$ cat src/rtl/imm_pkg.sv
// Shared constants for the immediate generator: format codes and the
// RISC-V major opcodes recognised by the opcode-driven format decoder.
package imm_pkg;

    // Immediate format codes (ImmSrc / ImmFmt encoding)
    localparam logic [2:0] IMM_I   = 3'b000;
    localparam logic [2:0] IMM_S   = 3'b001;
    localparam logic [2:0] IMM_B   = 3'b010;
    localparam logic [2:0] IMM_J   = 3'b011;
    localparam logic [2:0] IMM_U   = 3'b100;
    localparam logic [2:0] IMM_Z   = 3'b101;
    localparam logic [2:0] IMM_SH  = 3'b110;
    localparam logic [2:0] IMM_RSV = 3'b111;

    // Major opcodes, instr[6:0]
    localparam logic [6:0] OP_LOAD   = 7'b0000011;
    localparam logic [6:0] OP_JALR   = 7'b1100111;
    localparam logic [6:0] OP_IMM    = 7'b0010011;
    localparam logic [6:0] OP_STORE  = 7'b0100011;
    localparam logic [6:0] OP_BRANCH = 7'b1100011;
    localparam logic [6:0] OP_JAL    = 7'b1101111;
    localparam logic [6:0] OP_LUI    = 7'b0110111;
    localparam logic [6:0] OP_AUIPC  = 7'b0010111;
    localparam logic [6:0] OP_SYSTEM = 7'b1110011;

endpackage

$ cat src/rtl/imm_decode.sv
// Combinational immediate decoder: picks the format (from src, or from the
// opcode when auto is set) and builds the XLEN-wide extended immediate.
module imm_decode
    import imm_pkg::*;
#(
    parameter int XLEN = 32
) (
    input  logic [31:0]     instr,
    input  logic [2:0]      src,
    input  logic            auto,
    output logic [XLEN-1:0] imm,
    output logic [2:0]      fmt,
    output logic            illegal
);

    logic [6:0] opcode;
    logic [2:0] funct3;
    logic [2:0] auto_fmt;

    assign opcode = instr[6:0];
    assign funct3 = instr[14:12];

    // Derive the format from opcode/funct3; unknown opcodes map to reserved
    always_comb begin
        auto_fmt = IMM_RSV;
        case (opcode)
            OP_LOAD, OP_JALR: auto_fmt = IMM_I;
            OP_IMM:           auto_fmt = (funct3 == 3'b001 || funct3 == 3'b101) ? IMM_SH : IMM_I;
            OP_STORE:         auto_fmt = IMM_S;
            OP_BRANCH:        auto_fmt = IMM_B;
            OP_JAL:           auto_fmt = IMM_J;
            OP_LUI, OP_AUIPC: auto_fmt = IMM_U;
            OP_SYSTEM:        auto_fmt = funct3[2] ? IMM_Z : IMM_I;
            default:          auto_fmt = IMM_RSV;
        endcase
    end

    assign fmt = auto ? auto_fmt : src;

    // Assemble the immediate for the selected format; sized casts of signed
    // values sign-extend to XLEN, unsigned ones zero-extend
    always_comb begin
        // NOTE: defaults first so every path assigns imm and illegal; no latch is inferred.
        imm     = '0;
        illegal = 1'b0;
        case (fmt)
            IMM_I:  imm = XLEN'($signed(instr[31:20]));
            IMM_S:  imm = XLEN'($signed({instr[31:25], instr[11:7]}));
            IMM_B:  imm = XLEN'($signed({instr[31], instr[7], instr[30:25], instr[11:8], 1'b0}));
            IMM_J:  imm = XLEN'($signed({instr[31], instr[19:12], instr[20], instr[30:21], 1'b0}));
            IMM_U:  imm = XLEN'($signed({instr[31:12], 12'b0}));
            IMM_Z:  imm = XLEN'(instr[19:15]);
            IMM_SH: imm = (XLEN == 32) ? XLEN'(instr[24:20]) : XLEN'(instr[25:20]);
            default: illegal = 1'b1;
        endcase
    end

endmodule

$ cat src/rtl/imm_gen_pipe.sv
// Decode-stage immediate generator with a 0..2 stage output pipeline.
// Flush beats stall; an empty slot always carries all-zero payload.
module imm_gen_pipe
    import imm_pkg::*;
#(
    parameter int XLEN        = 32,
    parameter int PIPE_STAGES = 1,
    parameter int AUTO_DECODE = 0
) (
    input  logic            clk,
    input  logic            rst_n,
    input  logic [31:0]     InstrD,
    input  logic [2:0]      ImmSrcD,
    input  logic            ValidD,
    input  logic            StallE,
    input  logic            FlushE,
    output logic [XLEN-1:0] ImmExtE,
    output logic [2:0]      ImmFmtE,
    output logic            ImmValidE,
    output logic            IllegalImmE
);

    typedef struct packed {
        logic            valid;
        logic [XLEN-1:0] imm;
        logic [2:0]      fmt;
        logic            illegal;
    } stage_t;

    logic [XLEN-1:0] dec_imm;
    logic [2:0]      dec_fmt;
    logic            dec_illegal;
    stage_t          stage_in;
    stage_t          out_s;

    imm_decode #(
        .XLEN(XLEN)
    ) u_decode (
        .instr  (InstrD),
        .src    (ImmSrcD),
        .auto   (AUTO_DECODE != 0),
        .imm    (dec_imm),
        .fmt    (dec_fmt),
        .illegal(dec_illegal)
    );

    // Gate the decoded fields with ValidD so an empty slot carries zeros
    always_comb begin
        stage_in = '0;
        if (ValidD) begin
            stage_in.valid   = 1'b1;
            stage_in.imm     = dec_imm;
            stage_in.fmt     = dec_fmt;
            stage_in.illegal = dec_illegal;
        end
    end

    generate
        if (PIPE_STAGES == 0) begin : g_comb
            // Pass-through: flush squashes the slot, stall has no effect
            always_comb begin
                out_s = FlushE ? '0 : stage_in;
            end
        end else begin : g_pipe
            stage_t pipe_q [PIPE_STAGES];

            for (genvar g = 0; g < PIPE_STAGES; g++) begin : g_stage
                stage_t d;

                if (g == 0) begin : g_first
                    assign d = stage_in;
                end else begin : g_next
                    assign d = pipe_q[g-1];
                end

                // Stage register: flush clears, stall holds, otherwise advance
                always_ff @(posedge clk or negedge rst_n) begin
                    if (!rst_n) begin
                        // NOTE: reset clears valid and payload, so downstream sees zeros immediately.
                        pipe_q[g] <= '0;
                    end else if (FlushE) begin
                        // NOTE: state updates use non-blocking assignment so all stages shift in step.
                        pipe_q[g] <= '0;
                    end else if (!StallE) begin
                        pipe_q[g] <= d;
                    end
                end
            end

            assign out_s = pipe_q[PIPE_STAGES-1];
        end
    endgenerate

    assign ImmExtE     = out_s.imm;
    assign ImmFmtE     = out_s.fmt;
    assign ImmValidE   = out_s.valid;
    assign IllegalImmE = out_s.illegal;

endmodule

$ cat config.mk
export PLATFORM = sky130hd
export DESIGN_NAME = imm_gen_pipe
export DESIGN_NICKNAME = d
export VERILOG_FILES = /design/src/rtl/imm_pkg.sv /design/src/rtl/imm_decode.sv /design/src/rtl/imm_gen_pipe.sv
export SDC_FILE = /design/constraint.sdc
export NUM_CORES = 1
export LEC_CHECK = 0
export BUFFER_PORTS_ARGS = -buffer_cell sky130_fd_sc_hd__buf_2
export CORE_ASPECT_RATIO = 1.75
export CORE_MARGIN = 2
export CORE_UTILIZATION = 45
export DETAILED_ROUTE_END_ITERATION = 16
export PLACE_DENSITY = 0.72
export SYNTH_ARGS = -nofsm -noshare
export SYNTH_HDL_FRONTEND = slang
export SYNTH_HIERARCHICAL = 1
export SYNTH_SLANG_ARGS = --single-unit
$ cat constraint.sdc
create_clock -name clk -period 1.06 [get_ports clk]
set_input_delay 0.053 -clock clk [delete_from_list [all_inputs] [get_ports clk]]
set_output_delay 0.053 -clock clk [all_outputs]
set_load 0.05 [all_outputs]
==> impl_table.tex <==
\begin{tabular}{lr}
\hline
Metric & Value \\
\hline
\multicolumn{2}{l}{\textbf{Worst setup path}} \\
Worst Setup End Kind & register \\
Crit path buffers/inverters & 2 \\
Worst path slowest cell & a221oi\_2 \\
Maximum single-stage delay on the critical path & 0.27 ns \\
Startpoint of the worst-slack reg-to-reg timing path & ImmExtE[24] \\
Critical path type & input port to register \\
Worst-path maximum fanout & 8 \\
Worst R2R Path Depth & 1 \\
Chain of cells forming the critical path & buf\_2 > o32ai\_4 > buf\_4 > a21oi\_4 > a221oi\_2 > a31oi\_1 > a32o\_1 \\
Path length in cells of the critical path & 7 \\
Family of cells with the greatest summed delay on the critical path & compound AO/OA/AOI/OAI gates \\
Required time of the worst setup path & roughly 1.2 ns \\
Worst endpoint data arrival time & roughly 1.2 ns \\
Setup crit start kind & input port \\
Launching instance or port of the critical path & ImmSrcD[0] \\
\multicolumn{2}{l}{\textbf{Synthesis}} \\
Number of warnings printed during yosys synthesis & 6 \\
Top cell type by total area after synthesis & dfrtp\_1 \\
Share of the synthesized area in the top cell type & a little over two fifths \\
Per-instance average area after synthesis & approximately 11 um\^{}2 \\
Count of state elements after synthesis & 37 \\
Post-synth EDFFs & 0 \\
Main area contributors after synthesis & dfrtp\_1 (43\%), a32o\_1 (16\%), a21o\_1 (3.8\%) \\
Count of distinct cell types in the synthesized netlist & 45 \\
Sequential element share of the synthesized area & between 40\% and 50\% \\
Synthesized instance count & 195 \\
Fraction of registers with async set or reset after synthesis & between 90\% and 100\% \\
Combined area of all synthesized cells & around 0.0022 mm\^{}2 \\
Most used flip-flop cell after synthesis & dfrtp\_1 \\
\multicolumn{2}{l}{\textbf{Clock network}} \\
Insertion delay of the later-clocked pin in the worst-skew pair & between 0.2 and 0.3 ns \\
Number of buffers created by CTS & 5 \\
Clock tree from TritonCTS & yes \\
Root Driver & clkbuf\_8 \\
Max Buffers Root-to-Sink & 2 \\
Clock sink count & 37 \\
Clock Pin Slew Worst Setup and Hold Paths & approximately 0.070 ns \\
CTS H-tree lvls & 2 \\
\multicolumn{2}{l}{\textbf{Floorplanning}} \\
Vert. Die Dim & about 96 um \\
Initial standard-cell utilization of the core & 46.5\% \\
Core region area & roughly 0.0047 mm\^{}2 \\
IO Count & 77 \\
Die outline width & between 50 and 60 um \\
Cell row count & 33 \\
Floorplan die area & roughly 0.0054 mm\^{}2 \\
\multicolumn{2}{l}{\textbf{STA}} \\
Final worst-path cycle share & between 90\% and 100\% \\
Worst clock skew on the final layout & 0 ns \\
Number of hold-slack violations in the final timing report & 0 \\
Final setup viols & 0 \\
Top achievable clock speed & 985 MHz \\
Final Max Tran Viols & 0 \\
Clock period minus final worst setup slack & 1.02 ns \\
Post-Route Setup TNS & 0 ns \\
Setup repair after global routing missed its margin & yes \\
\multicolumn{2}{l}{\textbf{Min path}} \\
Instance count along the most critical hold path & 3 \\
Startpoint of the worst hold path & ValidD \\
Type of the most critical hold path & input port to register \\
\multicolumn{2}{l}{\textbf{Drt}} \\
Vias per Instance & 5.94 \\
First-iteration detailed-routing DRC count & between 60 and 70 \\
Vias & between 2000 and 2500 \\
Number of routed nets with antenna violations & 0 \\
Number of remaining DRC errors & 0 \\
Post-detailed-routing wire length & 6060 um \\
Number of iterations in the first detailed-routing pass & 4 \\
Routed wire length per instance & 17.3 um \\
\multicolumn{2}{l}{\textbf{Pwr}} \\
VDD IR-drop max & 1060 uV \\
Power per standard cell area & approximately 1100 mW/mm\^{}2 \\
Leak pwr & 1.58 nW \\
\multicolumn{2}{l}{\textbf{Final layout}} \\
Final design area excluding fillers & slightly above 0.003 mm\^{}2 \\
Layout cells sized above 1 & around half \\
Number of filler instances in the final layout & between 400 and 500 \\
Area growth from synthesis to layout & 39.0\% \\
Antenna cells & 0 \\
Share of the core filled with cells & roughly 65\% \\
Net total in the final layout & $\sim$340 \\
Total area of multi-input combinational cells & 0.00118 mm\^{}2 \\
Area used by sequential logic in the layout & approximately 930 um\^{}2 \\
\multicolumn{2}{l}{\textbf{GRT}} \\
First-pass GRT wire length & around 9300 um \\
Antenna violations before repair & 0 \\
Combined global-route utilization of all metal layers & roughly 22\% \\
Pin count of the biggest net entering global routing & 38 \\
GR Overflow Total & 0 \\
Vias in the first global route & 1921 \\
\multicolumn{2}{l}{\textbf{Place}} \\
Final GP Congestion & 0.810 \\
Final HPWL from detailed placement & around 4400 um \\
Number of port buffers & 76 \\
Placed Area & about 0.0028 mm\^{}2 \\
\multicolumn{2}{l}{\textbf{Run}} \\
Max Cap Viol & 0 \\
\multicolumn{2}{l}{\textbf{Run status}} \\
Result of the run & complete, no violations \\
\hline
\end{tabular}
-- what timing repair did --
action,in CTS,in global routing
buffers inserted,0,8
setup endpoints to repair,7,22
hold buffers,2,0
resized for setup,1,16
endpoints found under the hold margin,39,0
pin swaps,0,6
-- cell type report --
cell class	count	share of cell area, %
Inverter	13	1.70
Clock buffer	7	2.86
Multi-Input combinational cell	133	39.0
Timing Repair Buffer	109	23.6
Sequential cell	37	30.7
Tap cell	52	2.16
-- cell families (layout without fill, tap and decap cells) --
kind of cell	count (synthesis)	in the layout	synth area share, %
buffers and inverters	29	129	8.07
other	1	5	0.173
AOI/OAI and AO/OA	82	82	34.2
DFF	37	37	42.7
xor gates and xnor gates	1	1	0.404
muxes	5	5	2.88
and+or+nand+nor	40	40	11.6
-- cell usage after synthesis (4+ instances only) --
| library cell | instances |
|---|---|
| a31oi_1 | 4 |
| nor2_1 | 9 |
| mux2i_1 | 4 |
| a21o_1 | 11 |
| buf_6 | 6 |
| a221oi_1 | 4 |
| nand3_1 | 5 |
| inv_1 | 12 |
| o21ai_2 | 8 |
| and2_1 | 7 |
| dfrtp_1 | 37 |
| a21oi_1 | 4 |
| o21ai_0 | 6 |
| buf_2 | 6 |
| a32o_1 | 35 |
-- routing by layer --
metal	vias up	global-route usage (%)	wire, um
met2	73	39.6	3260
met1	1030	26.5	2340
met4	0	9.33	167
met3	12	3.23	291
li1	969	-	-
met5	-	0	0
-- sequential cells by signal (all words and copies together) (netlist names) --
register / count
ImmFmtE: 3
ImmExtE: 32
IllegalImmE: 1
ImmValidE: 1
-- power by group --
part	switching, mW	internal (mW)
Sequential	0.0205	1.45
Clock	0.479	0.516
Combinational	0.537	0.366
Total	1.04	2.33
-- metrics by stage --
step | setup slack (ns) | cells | power, mW | hold WS [ns]
finish | 0.0449 | 351 | 3.37 | 0.0454
global route | -0.0473 | 351 | 3.51 | 0.0693
CTS | 0.0267 | 343 | 3.33 | 0.0392
detailed placement | -0.313 | 334 | 2.33 | 0.0318
global placement | -0.273 | 334 | 2.32 | 0.0299
floorplan | -0.000169 | 199 | 2.02 | -0.243
-- path summary, 6_finish.rpt --
check / to / slack [ns]
max: ImmExtE[1] / 0.04
min: ImmValidE / 0.05
max reg2reg: ImmExtE[24] / 0.34
min reg2reg: ImmExtE[12] / 0.49
max in group asynchronous: ImmExtE[17] / 0.61
min in group asynchronous: ImmExtE[6] / 0.26
-- cell usage in the layout (no fill, tap or decap), types with 4 or more instances in the layout --
cell      instances
a31oi_1           4
conb_1            5
a32o_1           35
a21o_1           11
o21ai_2          10
nand3_1           5
dfrtp_1          37
mux2i_1           4
and2_1            7
a221oi_2          4
nor2_1            8
buf_4            22
buf_6             4
clkbuf_8          6
inv_1            11
buf_12            5
buf_2            76
No activity file was read; power rests on OpenSTA's default activity.
